`config.mk`:
```
export PLATFORM = sky130hd
export DESIGN_NAME = vend_req_arbiter_flat
export DESIGN_NICKNAME = d
export VERILOG_FILES = /design/src/rtl/vend_req_arbiter_if.sv /design/src/rtl/vend_req_arbiter.sv /design/src/flat_wrapper.sv
export SDC_FILE = /design/constraint.sdc
export NUM_CORES = 1
export LEC_CHECK = 0
export CAP_MARGIN = 10
export CORE_UTILIZATION = 49
export CTS_BUF_LIST = sky130_fd_sc_hd__clkbuf_4 sky130_fd_sc_hd__clkbuf_8
export DETAILED_ROUTE_END_ITERATION = 12
export GPL_ROUTABILITY_DRIVEN = 0
export GPL_TIMING_DRIVEN = 0
export PLACE_DENSITY = 0.87
export SLEW_MARGIN = 20
export SYNTH_ARGS = -nofsm -noshare
export SYNTH_HDL_FRONTEND = slang
export SYNTH_SLANG_ARGS = --single-unit
```
`constraint.sdc`:
```
create_clock -name pclk -period 3.65 [get_ports pclk]
set_input_delay 0.365 -clock pclk [delete_from_list [all_inputs] [get_ports pclk]]
set_output_delay 0.365 -clock pclk [all_outputs]
set_load 0.005 [all_outputs]
```
`src/rtl/vend_req_arbiter_if.sv`:
```
`default_nettype none
// ============================================================================
// Module   : vend_req_arbiter_if
// Purpose  : Operation-mode port between the request arbiter and the vending
//            core. The arbiter presents one purchase (item + amount) and the
//            core answers with a one-cycle dispense result strobe.
// Signals  : item_select[9:0], item_select_valid, currency_value[7:0]
//              (arbiter -> core)
//            item_dispense_valid, item_dispense[9:0], currency_change[7:0]
//              (core -> arbiter)
// Modports : master = arbiter side, slave = core side
// Revision : 1.0 - initial release
// ============================================================================
interface vend_req_arbiter_if;
    logic [9:0] item_select;
    logic       item_select_valid;
    logic [7:0] currency_value;
    logic       item_dispense_valid;
    logic [9:0] item_dispense;
    logic [7:0] currency_change;

    modport master (
        output item_select,
        output item_select_valid,
        output currency_value,
        input  item_dispense_valid,
        input  item_dispense,
        input  currency_change
    );

    modport slave (
        input  item_select,
        input  item_select_valid,
        input  currency_value,
        output item_dispense_valid,
        output item_dispense,
        output currency_change
    );
endinterface
`default_nettype wire

```
`src/rtl/vend_req_arbiter.sv`:
```
`default_nettype none
// ============================================================================
// Module   : vend_req_arbiter
// Purpose  : Grants up to NREQ customer panels one at a time onto the vending
//            core's operation-mode port, waits for the dispense result (or a
//            timeout), and returns the result to the granted panel. No new
//            grant is issued while cfg_mode is high.
// Ports    : pclk, prstn (async active-low)       clock / reset
//            cfg_mode                             blocks new grants
//            req, req_item, req_amount            per-panel request inputs
//            grant, ack, rsp_item, rsp_change,    per-panel result outputs
//            busy, timeout
//            core (vend_req_arbiter_if.master)    core operation-mode port
// Params   : NREQ (2..8), TIMEOUT_CYC (2..65535)
// Options  : VEND_ARB_PRIO_EN - requester 0 gets fixed top priority and the
//            round-robin pointer only rotates over requesters 1..NREQ-1.
// Revision : 1.0 - initial release
// ============================================================================
module vend_req_arbiter #(
    parameter int NREQ        = 4,
    parameter int TIMEOUT_CYC = 1024
) (
    input  logic                 pclk,
    input  logic                 prstn,
    input  logic                 cfg_mode,
    input  logic [NREQ-1:0]      req,
    input  logic [NREQ*10-1:0]   req_item,
    input  logic [NREQ*8-1:0]    req_amount,
    output logic [NREQ-1:0]      grant,
    output logic [NREQ-1:0]      ack,
    output logic [9:0]           rsp_item,
    output logic [7:0]           rsp_change,
    output logic                 busy,
    output logic                 timeout,
    vend_req_arbiter_if.master   core
);

    typedef enum logic [1:0] {
        S_IDLE  = 2'd0,
        S_ISSUE = 2'd1,
        S_WAIT  = 2'd2,
        S_DONE  = 2'd3
    } state_t;

`ifdef VEND_ARB_PRIO_EN
    localparam int         POOL = NREQ - 1;  // requesters 1..NREQ-1 share the pointer
    localparam logic [2:0] BASE = 3'd1;
`else
    localparam int         POOL = NREQ;
    localparam logic [2:0] BASE = 3'd0;
`endif
    // Timer value in the last WAIT cycle before abort, so the abort ack lands
    // exactly TIMEOUT_CYC cycles after the ISSUE cycle.
    localparam logic [15:0] TIMER_LAST = 16'(TIMEOUT_CYC - 2);

    state_t          state_q;
    logic [2:0]      ptr_q;
    logic [2:0]      winner_q;
    logic [15:0]     timer_q;
    logic [7:0]      amount_q;
    logic [NREQ-1:0] grant_q;
    logic [NREQ-1:0] ack_q;
    logic [9:0]      rsp_item_q;
    logic [7:0]      rsp_change_q;
    logic            busy_q;
    logic            timeout_q;
    logic [9:0]      isel_q;
    logic            isel_valid_q;
    logic [7:0]      cur_q;

    logic [POOL-1:0] pool_w;
    logic [POOL-1:0] hi_w;
    logic [2:0]      off_w;
    logic [2:0]      first_hi_w;
    logic [2:0]      first_lo_w;
    logic [2:0]      win_w;
    logic            any_w;
    logic [NREQ-1:0] onehot_w;
    logic [9:0]      item_w;
    logic [7:0]      amt_w;
    logic [2:0]      ptr_next_w;

    // Round-robin pick: lowest requester at or above the pointer offset wins;
    // if none, wrap to the lowest requester overall.
    always_comb begin
`ifdef VEND_ARB_PRIO_EN
        pool_w = req[NREQ-1:1];
        off_w  = (ptr_q == 3'd0) ? 3'd0 : ptr_q - 3'd1;
`else
        pool_w = req;
        off_w  = ptr_q;
`endif
        hi_w       = '0;
        first_hi_w = '0;
        first_lo_w = '0;
        for (int i = 0; i < POOL; i++) begin
            hi_w[i] = pool_w[i] && (3'(i) >= off_w);
        end
        for (int i = POOL - 1; i >= 0; i--) begin
            if (hi_w[i])   first_hi_w = 3'(i);
            if (pool_w[i]) first_lo_w = 3'(i);
        end
        win_w = BASE + ((|hi_w) ? first_hi_w : first_lo_w);
        any_w = |pool_w;
`ifdef VEND_ARB_PRIO_EN
        if (req[0]) begin
            win_w = 3'd0;
            any_w = 1'b1;
        end
`endif
    end

    always_comb begin
        onehot_w = '0;
        item_w   = '0;
        amt_w    = '0;
        for (int i = 0; i < NREQ; i++) begin
            if (win_w == 3'(i)) begin
                onehot_w[i] = 1'b1;
                item_w      = req_item[i*10 +: 10];
                amt_w       = req_amount[i*8 +: 8];
            end
        end
    end

    always_comb begin
`ifdef VEND_ARB_PRIO_EN
        // The fixed-priority requester never moves the pointer.
        if (winner_q == 3'd0)
            ptr_next_w = ptr_q;
        else if (winner_q == 3'(NREQ - 1))
            ptr_next_w = 3'd1;
        else
            ptr_next_w = winner_q + 3'd1;
`else
        ptr_next_w = (winner_q == 3'(NREQ - 1)) ? 3'd0 : winner_q + 3'd1;
`endif
    end

    always_ff @(posedge pclk or negedge prstn) begin
        if (!prstn) begin
            state_q      <= S_IDLE;
            ptr_q        <= '0;
            winner_q     <= '0;
            timer_q      <= '0;
            amount_q     <= '0;
            grant_q      <= '0;
            ack_q        <= '0;
            rsp_item_q   <= '0;
            rsp_change_q <= '0;
            busy_q       <= 1'b0;
            timeout_q    <= 1'b0;
            isel_q       <= '0;
            isel_valid_q <= 1'b0;
            cur_q        <= '0;
        end else begin
            ack_q     <= '0;
            timeout_q <= 1'b0;
            case (state_q)
                S_IDLE: begin
                    if (!cfg_mode && any_w) begin
                        grant_q      <= onehot_w;
                        winner_q     <= win_w;
                        isel_q       <= item_w;
                        amount_q     <= amt_w;
                        cur_q        <= amt_w;
                        isel_valid_q <= 1'b1;
                        busy_q       <= 1'b1;
                        state_q      <= S_ISSUE;
                    end
                end
                S_ISSUE: begin
                    cur_q   <= '0;
                    timer_q <= '0;
                    state_q <= S_WAIT;
                end
                S_WAIT: begin
                    // A result arriving together with the timeout wins.
                    if (core.item_dispense_valid) begin
                        rsp_item_q   <= core.item_dispense;
                        rsp_change_q <= core.currency_change;
                        ack_q        <= grant_q;
                        isel_valid_q <= 1'b0;
                        isel_q       <= '0;
                        state_q      <= S_DONE;
                    end else if (timer_q == TIMER_LAST) begin
                        rsp_item_q   <= 10'd1023;
                        rsp_change_q <= amount_q;
                        ack_q        <= grant_q;
                        timeout_q    <= 1'b1;
                        isel_valid_q <= 1'b0;
                        isel_q       <= '0;
                        state_q      <= S_DONE;
                    end else begin
                        timer_q <= timer_q + 16'd1;
                    end
                end
                S_DONE: begin
                    grant_q <= '0;
                    busy_q  <= 1'b0;
                    ptr_q   <= ptr_next_w;
                    state_q <= S_IDLE;
                end
                default: state_q <= S_IDLE;
            endcase
        end
    end

    assign grant                  = grant_q;
    assign ack                    = ack_q;
    assign rsp_item               = rsp_item_q;
    assign rsp_change             = rsp_change_q;
    assign busy                   = busy_q;
    assign timeout                = timeout_q;
    assign core.item_select       = isel_q;
    assign core.item_select_valid = isel_valid_q;
    assign core.currency_value    = cur_q;

endmodule
`default_nettype wire

```
`src/flat_wrapper.sv`:
```
// flat-port wrapper written by rule: the top's interface ports become plain ports
module vend_req_arbiter_flat 
#(
    parameter int NREQ        = 4,
    parameter int TIMEOUT_CYC = 1024
)
  (pclk, prstn, cfg_mode, req, req_item, req_amount, grant, ack, rsp_item, rsp_change, busy, timeout, core_item_select, core_item_select_valid, core_currency_value, core_item_dispense_valid, core_item_dispense, core_currency_change);
  vend_req_arbiter_if core_i ();
  input  logic pclk;
  input  logic prstn;
  input  logic cfg_mode;
  input  logic [NREQ-1:0] req;
  input  logic [NREQ*10-1:0] req_item;
  input  logic [NREQ*8-1:0] req_amount;
  output logic [NREQ-1:0] grant;
  output logic [NREQ-1:0] ack;
  output logic [9:0] rsp_item;
  output logic [7:0] rsp_change;
  output logic busy;
  output logic timeout;
  output wire logic [$bits(core_i.item_select)-1:0] core_item_select;
  output wire logic [$bits(core_i.item_select_valid)-1:0] core_item_select_valid;
  output wire logic [$bits(core_i.currency_value)-1:0] core_currency_value;
  input wire logic [$bits(core_i.item_dispense_valid)-1:0] core_item_dispense_valid;
  input wire logic [$bits(core_i.item_dispense)-1:0] core_item_dispense;
  input wire logic [$bits(core_i.currency_change)-1:0] core_currency_change;
  assign core_item_select = core_i.item_select;
  assign core_item_select_valid = core_i.item_select_valid;
  assign core_currency_value = core_i.currency_value;
  assign core_i.item_dispense_valid = core_item_dispense_valid;
  assign core_i.item_dispense = core_item_dispense;
  assign core_i.currency_change = core_currency_change;
  vend_req_arbiter #(.NREQ(NREQ), .TIMEOUT_CYC(TIMEOUT_CYC)) u_core (.pclk(pclk), .prstn(prstn), .cfg_mode(cfg_mode), .req(req), .req_item(req_item), .req_amount(req_amount), .grant(grant), .ack(ack), .rsp_item(rsp_item), .rsp_change(rsp_change), .busy(busy), .timeout(timeout), .core(core_i));
endmodule
```
==> out/summary.txt <==
Worst R2R End: u_core.state_q[1]
Remaining DRCs: 0
Least-Margin Pin Slew: 642 ps
pin count of the biggest net entering global routing: 43
antenna diode count: 0
port buffer count: 144
number of flops mapped to enable cells by yosys: 0
via count: 3,382
antenna violations before repair: 0
hold slack: -14.3 ps
Cells after Synth: 363
die width: 90.0 um
remaining antenna violation count: 0
FF-to-FF setup slack: 1320 ps
DRT iter0 DRCs: 163
chip height: 90.0 um
CTS root buf: clkbuf_8
CTS resizes: 0
reg2reg start: u_core.state_q[0]
first-pass GRT wire length: 16,800 um
Avg Inst Size Synth: 10.5 sq um
cell area after synthesis: 3790 sq um
clk_lat worst skew: 350 ps
min Tclk post-route: 2330 ps
drt first pass iters: 4
Die Area: 8100 sq um
sequential area share after synthesis: 50.8%
Post-synth ARST share: 100%
failing checks: negative hold slack
PD cells: 650 nW/um^2
CP Class: reg -> reg
synthesis-to-layout area growth: 48.1%
CTS Buf Count: 9
Vias/cell: 5.43
Final Setup Violations: 0
Setup Fix Bufs, Post-CTS: 0
Finished Layout Cells: 623
worst hold-check path type: in -> async
placed cell count: 607
Worst setup EP type: flip-flop
Final Net Count: 624
vias in the first global route: 3,529
status: complete, but fails checks
CTS tree: yes
Tcrit/Tclk final: 63.8%
CTS sink cnt: 77
static leakage: 2.51 nW
Boundary Pins: 145
core footprint: 7370 sq um
Total GRT Usage: 26.0%
CTS max path bufs: 2
WP data arrival: 2560 ps
Cell Chain, Critical Path: inv_1, ha_1, clkbuf_1, nor2b_1, o21a_1, or2_1, mux2_1
Final HPWL DP: 7620 um
Slew Limit Fails: 0
fmax: 429 MHz
Worst-path clk slew: 80 ps
Rows: 31
CP peak stage delay: 420 ps
Top FF cell, synth: dfrtp_1
Ys Warns: 0
final WL: 10,100 um
R2R cell count: 7
Peak VDD IR: 0.370 mV
DR WL/cell: 16.3 um
cts hold-fix bufs: 0
Rel. slew slack: 57.2%
CP required: 3880 ps
Distinct cells, synth: 40
share of layout cells above drive strength 1: 5.73%
unrepaired setup endpoints after global routing: false
Final Hold Fails: 10
H-Tree Depth: 3
Syn Nets: 468
flop and latch count out of synthesis: 77
skew final: 8.62 ps
Max stage delay cell, worst path: dfrtp_1
GRT overflow: 0
Max Cap Violations: 0
critical-path maximum fanout: 10
CP Launch Type: flip-flop
starting density of the core: 51.5%
Layout fillers: 507
[critical path: cells and delay by family, from the launching register on]
family | cells | cell delay (ps)
multiplexers | 1 | 340
AND/OR/NAND/NOR | 2 | 540
buffers and inverters | 2 | 440
AO/OA/AOI/OAI | 1 | 320
adder cells (fa/ha/maj) | 1 | 140
flip-flops | 1 | 420
[flip-flops by register name (all words and copies together) (netlist names)]
signal                         count
u_core.ack                         4
u_core.amount_q                    8
u_core.busy                        1
u_core.core.currency_value         8
u_core.core.item_select           10
u_core.core.item_select_valid      1
u_core.grant                       4
u_core.off_w                       2
u_core.rsp_change                  8
u_core.rsp_item                   10
u_core.state_q                     2
u_core.timeout                     1
u_core.timer_q                    16
u_core.winner_q                    2
[area by class of cell]
class	count	area, sq um	area share (%)
Inverter	8	30.0	0.534
Clock inverter	6	111	1.98
Sequential cell	77	1930	34.3
Timing Repair Buffer	145	1460	26.0
Tap cell	99	124	2.20
Multi-Input combinational cell	262	1760	31.4
Buffer	16	75.1	1.34
Clock buffer	10	131	2.34
[layer usage]
metal / vias up / GRT usage (%) / wire, um
met2: 106 / 45.0 / 5180
met4: 0 / 8.47 / 188
met3: 20 / 5.25 / 568
met5: - / 0 / 0
li1: 1600 / - / -
met1: 1656 / 32.6 / 4190
[how the worst max path moves through the flow]
stage	from	cells past startpoint	slack, ps	end
detailed placement	req[0]	7	1150	u_core.amount_q[2]
finish	u_core.state_q[0]	7	1320	u_core.state_q[1]
global route	u_core.state_q[0]	9	1170	u_core.core.item_select[5]
CTS	u_core.state_q[0]	7	1340	u_core.state_q[1]
global placement	prstn	1	-420	u_core.off_w[0]
floorplan	u_core.state_q[0]	7	1730	u_core.state_q[1]
[cell usage after synthesis (all sizes together), types with 2 or more instances]
library cell / count / area (sq um)
dfrtp: 77 / 1930
buf: 8 / 45.0
mux2i: 42 / 420
a22oi: 2 / 15.0
xnor2: 2 / 17.5
nor3: 2 / 10.0
o21a: 2 / 15.0
o21ai: 34 / 170
or3: 2 / 12.5
xor2: 11 / 96.3
nand4: 6 / 37.5
and2: 7 / 43.8
nor2b: 4 / 25.0
clkbuf: 8 / 30.0
ha: 7 / 87.6
and4: 2 / 17.5
nor3b: 2 / 15.0
o22a: 19 / 166
mux2: 2 / 22.5
nand2: 56 / 213
a21o: 2 / 15.0
and3: 4 / 25.0
nor2: 21 / 78.8
a21oi: 6 / 30.0
nand3: 7 / 40.0
inv: 8 / 30.0
nand2b: 4 / 25.0
o221ai: 10 / 87.6
[cells by family after synthesis]
logic type / Yosys count / synth area share, %
and+or+nand+nor: 119 / 14.9
AOI/OAI and AO/OA: 78 / 14.0
DFF: 77 / 50.8
muxes: 45 / 12.3
buffers and inverters: 24 / 2.77
xor gates and xnor gates: 13 / 3.00
adders and majority gates: 7 / 2.31
[placed cells by master, fill, tap and decap left out, drive strengths merged, types with 3 or more instances in the layout]
| master | count |
|---|---|
| clkdlybuf4s50 | 143 |
| dfrtp | 77 |
| nand2 | 56 |
| mux2i | 42 |
| o21ai | 34 |
| nor2 | 21 |
| o22a | 19 |
| clkbuf | 18 |
| xor2 | 11 |
| o221ai | 10 |
| buf | 10 |
| inv | 8 |
| and2 | 7 |
| ha | 7 |
| nand3 | 7 |
| nand4 | 6 |
| a21oi | 6 |
| nor2b | 4 |
| nand2b | 4 |
| and3 | 4 |
| bufinv | 3 |
[report_power, final]
group          total (W)  internal [W]  switching [W]
clock network   0.000779      0.000462       0.000317
logic            0.00155      0.000820       0.000730
registers        0.00132       0.00113       0.000193
total            0.00365       0.00241        0.00124
[stage by stage]
stage	TNS, ps	total power (W)	util [%]	area (sq um)	setup WS (ps)
floorplan	0	0.00212	-	3790	1730
global placement	-32080	0.00280	72.7	5360	-421
detailed placement	0	0.00287	73.0	5380	1150
CTS	0	0.00367	76.3	5620	1340
global route	0	0.00388	76.3	5620	1170
finish	0	0.00365	76.3	5620	1320
Power figures use the tool's default switching activity.
==> edit 1: new RTL, config.mk and constraints unchanged <==
Build with the macro `VEND_ARB_PRIO_EN` defined.
--- a/src/rtl/vend_req_arbiter.sv
+++ b/src/rtl/vend_req_arbiter.sv
@@ -16,6 +16,8 @@
 //            round-robin pointer only rotates over requesters 1..NREQ-1.
 // Revision : 1.0 - initial release
 // ============================================================================
+`define VEND_ARB_PRIO_EN
+
 module vend_req_arbiter #(
     parameter int NREQ        = 4,
     parameter int TIMEOUT_CYC = 1024
Check against the original RTL: not equivalent (a bounded check fails within 10 cycles, from zero or initial values and one cycle with prstn low).
==> edit 1 against the original RTL <==
- sequential cell count up 2
- worst hold slack better by 450 ps
- setup slack worse by 1300 ps
- count of clock-buffer cells in the layout increased by 1
- total power is 12% higher
- routed wire length rose by 18%
- maximum frequency shrank 35%
- first-iteration DRC count up 54%
- design area increased by 7.0%
- synthesized area rose by 8.5%
==> edit 1: results (changes against the original RTL) <==
metric,value,unit,change
period utilization,98.6,%,+35 points
Leak,2.53,nW,+0.94%
layout cells sized above 1,10.2,%,+4.5 points
WL/cell,17.5,um,+7.6%
largest net degree at the start of global routing,61,,+42%
drt pass-1 iters,5,,+1
Worst-Margin Slew,727,ps,+85.2 ps
syn_nets,525,,+12%
initial antenna violation count,0,,unchanged
H-tree depth,3,,unchanged
outcome,"finished, final reports clean",,
root buffer cell,clkbuf_8,,
Post-DP Area,0.00572,mm^2,+6.3%
Crit-path slowest cell,a221oi_1,,
gr usage total,28.4,%,+2.4 points
Post-synth ARST share,100,%,unchanged
vias in the first global route,3965,,+12%
Fin Clk Skew,11.7,ps,+3.11 ps
First DRT Iteration DRCs,251,,+54%
largest cells by area after synthesis,"dfrtp_1, o31ai_1, nand2_1",,
Worst-Skew Late Latency,340,ps,
pre-CTS setup slack,-329,ps,-1480 ps
"reg-to-reg slack, setup",50,ps,-1270 ps
Synth Area in XOR/XNOR,2.55,%,-0.45 points
Unique masters post-synth,51,,+28%
Post-DP HPWL,8930,um,+17%
Compound-Gate Fraction of Synth Area,19.0,%,+5.0 points
first-pass GRT wire length,19100,um,+13%
met3 wire length,892,um,+57%
Max Used Layer,met4,,
FF-to-FF path depth,11,,+4
FF-to-FF End,u_core.amount_q[7]$_DFFE_PN0P_,,
Largest Register,u_core.timer_q,,
register area share after synthesis,48.0,%,-2.8 points
fillers,555,,+9.5%
wire length on met2,6090,um,+18%
CP peak stage delay,500,ps,+80 ps
gr ovfl total,0,,unchanged
worst hold slack,439,ps,+454 ps
Crit Reg-Reg Startpoint,u_core.ptr_q[0]$_DFFE_PN0P_,,
Max VDD drop,0.605,mV,+64%
Synth Area in Adders,3.34,%,+1.0 points
synth cell count leaders,"dfrtp_1, nand2_1, o31ai_1",,
fin nets,684,,+9.6%
routed via count,3942,,+17%
Hold Path Class,primary input to asynchronous set/reset pin,,
met1 WL,4710,um,+12%
arrival time at the worst endpoint,3800,ps,+1240 ps
post-synthesis mux area share,3.22,%,-9.0 points
edit 1: cell families after synthesis:
| group | Yosys count |
|---|---|
| AOI/OAI and AO/OA | 105 |
| and+or+nand+nor | 161 |
| buffers and inverters | 35 |
| DFF | 79 |
| adders and majority gates | 11 |
| muxes | 13 |
| xor gates and xnor gates | 12 |
edit 1: layer usage:
metal	up-vias	track usage (%)
met5	-	0
met2	181	48.7
li1	1825	-
met1	1910	34.6
met3	26	6.96
met4	0	10.9
edit 1: stage by stage:
stage	utilization [%]	instances
5_1_grt	73.6	684
4_1_cts	73.0	682
2_1_floorplan	-	416
3_5_place_dp	69.9	666
3_3_place_gp	69.6	665
6_report	73.6	684
edit 1: power by group:
part | switching (mW) | internal (mW)
sequential | 0.200 | 1.15
combinational | 1.03 | 0.938
clock | 0.304 | 0.465
edit 1: how the worst max path moves through the flow:
| stage | cells after the start | end | start |
|---|---|---|---|
| detailed placement | 13 | u_core.core.currency_value[5]$_DFFE_PN0P_ | u_core.ptr_q[1]$_DFFE_PN0P_ |
| finish | 11 | u_core.amount_q[7]$_DFFE_PN0P_ | u_core.ptr_q[0]$_DFFE_PN0P_ |
| CTS | 11 | u_core.core.currency_value[0]$_DFFE_PN0P_ | u_core.ptr_q[1]$_DFFE_PN0P_ |
| floorplan | 13 | u_core.amount_q[1]$_DFFE_PN0P_ | u_core.ptr_q[1]$_DFFE_PN0P_ |
| global route | 13 | u_core.amount_q[2]$_DFFE_PN0P_ | u_core.ptr_q[0]$_DFFE_PN0P_ |
| global placement | 1 | u_core.core.item_select[3]$_DFFE_PN0P_ | prstn |
edit 1: timing repair:
item | 4_1_cts | 5_1_grt
setup buffers | 0 | 2
endpoints found under the hold margin | 19 | 0
pin swaps | 0 | 1
gates resized for setup | 5 | 8
hold buffers | 1 | 0
cloned | 0 | 0
setup endpoints to repair | 27 | 27
edit 1: cell type report:
type / count / share of cell area [%]
inverters: 14 / 0.874
multi-input cells: 302 / 33.6
clock buffers: 11 / 2.31
flip-flops and latches: 79 / 32.9
plain buffers: 21 / 1.77
clock inverters: 4 / 1.58
repair buffers: 148 / 24.8
well taps: 105 / 2.18
edit 1: critical path, delay by kind of cell, from the launching register on:
family	cells	cell delay, ps
DFF	1	430
AOI/OAI and AO/OA	4	1150
adders and majority gates	2	490
and+or+nand+nor	3	870
buffers and inverters	2	510
==> edit 2: new RTL, config.mk and constraints unchanged <==
Without the edit above. Reset style: synchronous (`prstn`), changed in one clocked block. Comments in the files are not updated.
--- a/src/rtl/vend_req_arbiter.sv
+++ b/src/rtl/vend_req_arbiter.sv
@@ -137,7 +137,7 @@
 `endif
     end
 
-    always_ff @(posedge pclk or negedge prstn) begin
+    always_ff @(posedge pclk) begin
         if (!prstn) begin
             state_q      <= S_IDLE;
             ptr_q        <= '0;
Function: differs if prstn is asserted again (counterexample within 4 cycles, from zero or initial values and one cycle with prstn low); with prstn held inactive, the same outputs for 10 cycles.
==> edit 2 against the original RTL <==
- routed wire length grew 14%
- synthesized area grew 3.1%
- non-clock buffer count grew 10
- design area grew 0.51%
- total power shrank 26%
- combinational power shrank 34%
- count of clock-buffer cells in the layout shrank 1
- first-iteration DRC count shrank 10%
- sequential cell count is the same
- worst hold slack gained 470 ps
- sequential power shrank 17%
- setup slack lost 150 ps
- maximum frequency shrank 5.9%
- critical path depth shrank 1
- critical path type is now primary input to register
- critical endpoint is now u_core.amount_q[0]$_SDFFE_PN0P_
- largest cell class is now multi-input combinational cells
- highest routed layer unchanged
==> edit 2: results (changes against the original RTL) <==
metric,value,unit,change
FF-to-FF path depth,6,,-1
outcome,"finished, final reports clean",,
post-synthesis mux area share,4.09,%,-8.2 points
gr usage total,27.9,%,+1.9 points
Hold Path Class,primary input to register,,
# clk buffers,9,,-1
WL/cell,16.5,um,+1.6%
Comb power,1.02,mW,-34%
Synth Area in Adders,2.24,%,-0.070 points
initial core utilization,50.6,%,-0.85 points
Seq pwr share,40.1,%,+3.9 points
largest cells by area after synthesis,"dfxtp_1, mux2i_1, nand2_1",,
GR Util met1,34.2,%,+1.6 points
Post-synth ARST share,0,%,-100 points
Post-DP HPWL,8750,um,+15%
met1 WL,4900,um,+17%
arrival time at the worst endpoint,2780,ps,+220 ps
switch share,33.8,%,-0.13 points
FF/Latch Area,0.00154,mm^2,-20%
IO buf count,142,,-1.4%
Synth Area in XOR/XNOR,2.24,%,-0.76 points
Crit. Startpoint,req[2],,
multi-input combinational cell area,0.00220,mm^2,+25%
global-route met3 utilization,5.11,%,-0.14 points
syn_nets,541,,+16%
routed via count,4010,,+19%
Non-clk invs,14,,+6
Compound-Gate Fraction of Synth Area,26.2,%,+12 points
Pint,1.80,mW,-25%
Buffers excl. clock,171,,+6.2%
Worst-Margin Slew,1110,ps,+464 ps
[edit 2: critical path, stage by stage]
cell and delay, ps:
clkdlybuf4s50_1 610, inv_1 130, nor3_1 900, o21ai_0 280
a21oi_1 300, o311a_1 180
[edit 2: per-stage QoR]
step           hold slack [ps]  utilization, %  instances  instance area [um^2]
4_1_cts                    452            73.0        696                  5640
2_1_floorplan              447               -        436                  3910
3_5_place_dp               447            70.7        680                  5460
5_1_grt                    481            73.1        696                  5650
3_3_place_gp               448            70.7        680                  5460
6_report                   457            73.1        696                  5650
[edit 2: final timing paths]
check | end | slack (ps)
worst max-delay path | u_core.amount_q[0]$_SDFFE_PN0P_ | 1180
worst min-delay path | u_core.timer_q[6]$_SDFFE_PN0P_ | 460
worst max register to register | u_core.amount_q[0]$_SDFFE_PN0P_ | 1260
worst min register to register | u_core.core.item_select[1]$_SDFFE_PN0P_ | 470
